### src/rtl/eth_pkg.sv
// Shared Ethernet receive definitions: framing bytes, CRC-32 constants and
// the receive framer state type.
package eth_pkg;

    localparam logic [7:0]  ETH_PREAMBLE  = 8'h55;
    localparam logic [7:0]  ETH_SFD       = 8'hD5;

    localparam logic [31:0] CRC32_POLY    = 32'hEDB88320;
    localparam logic [31:0] CRC32_INIT    = 32'hFFFFFFFF;
    localparam logic [31:0] CRC32_RESIDUE = 32'hDEBB20E3;

    typedef enum logic [1:0] {
        DROP,
        IDLE,
        PRE,
        DATA
    } rx_state_t;

endpackage

### src/rtl/crc32_d8.sv
// Combinational CRC-32 byte step (reflected polynomial, LSB of the byte
// first). Holds no state, so a transmit framer can reuse it directly.
module crc32_d8
    import eth_pkg::*;
(
    input  logic [7:0]  d,
    input  logic [31:0] crc_in,
    output logic [31:0] crc_out
);

    logic [31:0] c;

    // Eight serial LFSR steps unrolled into one byte-wide update.
    always_comb begin
        c = crc_in;
        for (int unsigned i = 0; i < 8; i++) begin
            c = {1'b0, c[31:1]} ^ (CRC32_POLY & {32{c[0] ^ d[i]}});
        end
        crc_out = c;
    end

endmodule

### src/rtl/eth_rx_frame.sv
// Ethernet receive framer: strips preamble/SFD, checks the FCS, enforces
// frame length limits and emits a byte stream with sof/eof/err markers.
// Build option ETH_RX_FCS_STRIP_EN: when defined the four FCS bytes are held
// back and never emitted (5-entry holding buffer); otherwise every received
// byte is emitted through a single holding register.
module eth_rx_frame
    import eth_pkg::*;
#(
    parameter int unsigned MIN_FRAME = 64,
    parameter int unsigned MAX_FRAME = 1518
) (
    input  logic        clk,
    input  logic        rst_n,
    input  logic [7:0]  rx_d,
    input  logic        rx_dv,
    input  logic        rx_er,
    output logic [7:0]  m_d,
    output logic        m_dv,
    output logic        m_sof,
    output logic        m_eof,
    output logic        m_err,
    output logic [10:0] m_len
);

`ifdef ETH_RX_FCS_STRIP_EN
    localparam int unsigned HOLD = 5;
`else
    localparam int unsigned HOLD = 1;
`endif
    localparam int unsigned OLD = HOLD - 1;

    rx_state_t   state_q, state_d;
    logic [31:0] crc_q, crc_nx;
    logic [10:0] len_q;
    logic        sticky_q;
    logic        emitted_q;
    logic [7:0]  hold_q [HOLD];
    logic [2:0]  fill_q;
    logic        full;

    logic        start, push, close, ovf;

    logic [7:0]  beat_d;
    logic        beat_dv, beat_sof, beat_eof, beat_err;
    logic [10:0] beat_len;

    crc32_d8 u_crc (
        .d       (rx_d),
        .crc_in  (crc_q),
        .crc_out (crc_nx)
    );

    assign full = (fill_q == 3'(HOLD));

    // State register; reset parks in DROP so a frame already in flight is ignored.
    always_ff @(posedge clk or negedge rst_n) begin
        if (!rst_n) state_q <= DROP;
        else        state_q <= state_d;
    end

    // Next state plus per-byte control strobes.
    always_comb begin
        state_d = state_q;
        start   = 1'b0;
        push    = 1'b0;
        close   = 1'b0;
        ovf     = 1'b0;
        case (state_q)
            DROP: if (!rx_dv) state_d = IDLE;
            IDLE: if (rx_dv) state_d = (rx_d == ETH_PREAMBLE) ? PRE : DROP;
            PRE: begin
                if (!rx_dv) begin
                    state_d = IDLE;
                end else if (rx_d == ETH_SFD) begin
                    state_d = DATA;
                    start   = 1'b1;
                end else if (rx_d != ETH_PREAMBLE) begin
                    state_d = DROP;
                end
            end
            DATA: begin
                if (!rx_dv) begin
                    close   = 1'b1;
                    state_d = IDLE;
                end else if (len_q == 11'(MAX_FRAME)) begin
                    // This byte would exceed the limit: close now, discard it.
                    close   = 1'b1;
                    ovf     = 1'b1;
                    state_d = DROP;
                end else begin
                    push    = 1'b1;
                end
            end
            default: state_d = DROP;
        endcase
    end

    // Output beat: oldest held byte leaves when a new byte pushes it out, or on close.
    always_comb begin
        beat_dv  = 1'b0;
        beat_d   = '0;
        beat_sof = 1'b0;
        beat_eof = 1'b0;
        beat_err = 1'b0;
        beat_len = '0;
        if (push && full) begin
            beat_dv  = 1'b1;
            beat_d   = hold_q[OLD];
            beat_sof = !emitted_q;
        end
        if (close) begin
            beat_dv  = 1'b1;
            beat_eof = 1'b1;
            beat_len = ovf ? len_q + 11'd1 : len_q;
            beat_err = ovf | (crc_q != CRC32_RESIDUE) | sticky_q | (len_q < 11'(MIN_FRAME));
            if (full) begin
                beat_d   = hold_q[OLD];
                beat_sof = !emitted_q;
            end else begin
                // Nothing left to carry the end marker: emit a bare abort beat.
                beat_sof = 1'b1;
                beat_err = 1'b1;
            end
        end
    end

    // Frame datapath: CRC, length, sticky PHY error and the byte holding buffer.
    always_ff @(posedge clk or negedge rst_n) begin
        if (!rst_n) begin
            crc_q     <= CRC32_INIT;
            len_q     <= '0;
            sticky_q  <= 1'b0;
            emitted_q <= 1'b0;
            fill_q    <= '0;
            for (int unsigned i = 0; i < HOLD; i++) hold_q[i] <= '0;
        end else if (start) begin
            crc_q     <= CRC32_INIT;
            len_q     <= '0;
            sticky_q  <= 1'b0;
            emitted_q <= 1'b0;
            fill_q    <= '0;
        end else if (push) begin
            crc_q     <= crc_nx;
            len_q     <= len_q + 11'd1;
            sticky_q  <= sticky_q | rx_er;
            hold_q[0] <= rx_d;
            for (int unsigned i = 1; i < HOLD; i++) hold_q[i] <= hold_q[i-1];
            if (!full) fill_q    <= fill_q + 3'd1;
            else       emitted_q <= 1'b1;
        end
    end

    // Registered output stage.
    always_ff @(posedge clk or negedge rst_n) begin
        if (!rst_n) begin
            m_d   <= '0;
            m_dv  <= 1'b0;
            m_sof <= 1'b0;
            m_eof <= 1'b0;
            m_err <= 1'b0;
            m_len <= '0;
        end else begin
            m_d   <= beat_d;
            m_dv  <= beat_dv;
            m_sof <= beat_sof;
            m_eof <= beat_eof;
            m_err <= beat_err;
            m_len <= beat_len;
        end
    end

endmodule

### config.mk
export PLATFORM = sky130hd
export DESIGN_NAME = eth_rx_frame
export DESIGN_NICKNAME = d
export VERILOG_FILES = /design/src/rtl/eth_pkg.sv /design/src/rtl/crc32_d8.sv /design/src/rtl/eth_rx_frame.sv
export SDC_FILE = /design/constraint.sdc
export NUM_CORES = 1
export LEC_CHECK = 0
export ABC_AREA = 1
export BUFFER_PORTS_ARGS = -buffer_cell sky130_fd_sc_hd__buf_2
export CAP_MARGIN = 30
export CORE_MARGIN = 4
export CORE_UTILIZATION = 50
export DETAILED_ROUTE_END_ITERATION = 8
export GPL_ROUTABILITY_DRIVEN = 1
export PLACE_DENSITY_LB_ADDON = 0.12
export RECOVER_POWER = 100
export SLEW_MARGIN = 10
export SYNTH_ARGS = -nofsm -noshare
export SYNTH_HDL_FRONTEND = slang
export SYNTH_SLANG_ARGS = --single-unit
### constraint.sdc
create_clock -name clk -period 1.9 [get_ports clk]
set_input_delay 0.285 -clock clk [delete_from_list [all_inputs] [get_ports clk]]
set_output_delay 0.285 -clock clk [all_outputs]
set_load 0.03 [all_outputs]
==> metrics.yaml <==
clock_network:
  htree_levels: 3
  clock_path_buffers: 2
  post_cts_buffers: 0
  cts_buffers: 9
  cts.sinks: 81
  cts_tree: "built"
  root_buffer: "clkbuf_8"
  clock_latency_ps: 360
  cts.clk_slew.worst_paths_ps: 90
grt:
  grt_pass1_wl_um: 20300
  gr-total-overflow: 0
  antenna_found_initial: 0
  grtUsageTotal_pct: 22.9
  grt_start_max_net_pins: 82
  grt_pass1_vias: 4138
route:
  wl_per_cell_um: 14.6
  dr.pass1.iters: 5
  via_per_inst: 5.14
  via_count: 4258
  postRouteAntennaNets: 0
  first_iter_violations: 344
  drc_errors: 0
  drt_wl_total_um: 12100
timing:
  min_period_ps: 1770
  relSlewSlack_pct: 27.4
  hold_violations: 0
  timing.final.crit_share_pct: 93.2
  fmax_mhz: 564
  slew_violations: 0
  finalSetupViolations: 0
  tightestPinTransition_ps: 1090
  timing.hold.ws_ps: 179
  finClkSkew_ps: 12.9
floorplanning:
  core_area_mm2: 0.00924
  num_io_pins: 35
  start_util_pct: 51.3
  die_y_um: 105
  dieArea_mm2: 0.0111
  rows: 35
  die_x_um: 105
yosys:
  synth_area_mm2: 0.00474
  ys_types: 31
  yosys_warnings: 0
  avgSynthCellArea_um2: 7.38
  synth-edff-count: 0
  synthArstFlopShare_pct: 100
  ys_seq_area_share_pct: 43.6
  synth_seq_cells: 81
  synthesis.nets: 658
  yosys_most_used_dff: "dfrtp_1"
  syn_inst: 642
setup_path:
  worstPathArrival_ps: 2070
  crit_type: "reg -> reg"
  end_kind: "flip-flop"
  crit_path_max_fanout: 10
  required_ps: 2200
  worst_setup_path_start_kind: "flip-flop"
final_layout:
  final_common_cell: "nand2_1"
  nets: 711
  finalNonFillerCells: 829
  drive_above_1_share_pct: 14.7
  n_antenna_cell: 0
  area_delta_synth_final_pct: 13.1
  final_cell_mix: "222 x nand2_1, 79 x inv_1, 62 x nand3_1"
pwr:
  p_leak_uw: 0.00285
  ir_drop_uv: 280
  power.density_mw_per_mm2: 720
status:
  status: "finished clean"
placed_design:
  place_congestion: 0.941
  dp_cells: 812
  dp_hpwl_um: 8900
  port-buffer-count: 34
run:
  maxCapViolCount: 0
hold_path:
  min_path_type: "in -> reg"
[metal layers]
metal / GRT usage, % / vias to the layer above / part of all wire, %
met3: 3.55 / 29 / 4.8
met4: 8.72 / 0 / 2.5
met5: 0 / - / 0
li1: - / 2138 / -
met1: 30.1 / 1993 / 46
met2: 38.1 / 98 / 46
[worst max-delay path, stage by stage, from the launching register on]
cell     delay (ps)
dfstp_2         570
nand2_1          70
nand2_2         200
nand3_2         140
nand2_4         160
inv_2            80
nand2_2          90
nand2_2         110
nor2_1          140
nand2_1          70
nand3_1          80
[registers in the layout, summed over array words and instances, names as in the netlist, 2 cells and up]
name,cells
m_len,11
fill_q,3
crc_q,32
len_q,11
hold_q,8
state_q,2
m_d,8
[logic make-up after synthesis]
| group | synth area share [%] |
|---|---|
| buffers and inverters | 8.77 |
| xor gates and xnor gates | 5.55 |
| and+or+nand+nor | 32.7 |
| adders and majority gates | 1.06 |
| DFF | 43.6 |
| AOI/OAI and AO/OA | 8.29 |
[final timing paths]
kind | from | end | slack, ps | depth (start not counted)
setup / recovery | crc_q[0]$_DFFE_PN1P_ | crc_q[23]$_DFFE_PN1P_ | 130 | 10
hold / removal | rx_er | sticky_q$_DFFE_PN0P_ | 180 | 3
setup reg to reg | crc_q[0]$_DFFE_PN1P_ | crc_q[23]$_DFFE_PN1P_ | 130 | 10
hold reg to reg | hold_q[0]$_DFFE_PN0P_ | hold_q[0]$_DFFE_PN0P_ | 490 | 2
max in group asynchronous | rst_n | fill_q[0]$_DFFE_PN0P_ | 400 | 3
min in group asynchronous | rst_n | m_d[5]$_DFF_PN0_ | 780 | 3
[what timing repair did]
action                                  CTS  global route
hold endpoints to repair                 49             0
resized for setup                         0             8
endpoints found under the setup margin    0            25
hold buffers                              1             0
[synth_stat cells, types with 4 or more instances]
cell type / count / area [um2]
a21oi_1: 17 / 85.1
a22oi_1: 11 / 82.6
buf_4: 5 / 37.5
buf_6: 4 / 45.0
dfrtp_1: 49 / 1230
dfstp_2: 32 / 841
ha_1: 4 / 50.1
inv_1: 79 / 297
inv_2: 5 / 18.8
nand2_1: 224 / 841
nand2_2: 10 / 62.6
nand3_1: 62 / 310
nand4_1: 11 / 68.8
nor2_1: 36 / 135
nor3_1: 5 / 25.0
o21ai_0: 32 / 160
o22ai_1: 8 / 50.1
xnor2_1: 5 / 43.8
xor2_1: 25 / 219
[stage by stage]
stage	TNS, ps	area (um2)	utilization [%]	worst slack [ps]	total power, uW
after floorplan	0	4740	-	395	2190
final	0	5360	58.0	128	3860
after CTS	0	5390	58.3	64.6	3880
after global routing	-3.40	5360	58.0	-3.40	4050
after detailed placement	0	5150	55.7	106	2380
after global placement	0	5150	55.7	158	2370
[power by group]
part | leakage [uW] | switching [uW] | internal [uW]
combinational | 0.00177 | 361 | 166
clock | 0.000115 | 706 | 795
sequential | 0.000963 | 46.1 | 1780
[final cells by class]
cell class / count / area (um2)
Clock inverter: 6 / 96.3
Fill cell: 889 / 3880
Inverter: 84 / 318
Clock buffer: 10 / 138
Multi-Input combinational cell: 464 / 2270
Timing Repair Buffer: 55 / 304
Sequential cell: 81 / 2070
Tap cell: 129 / 161
Power figures use the tool's default switching activity.
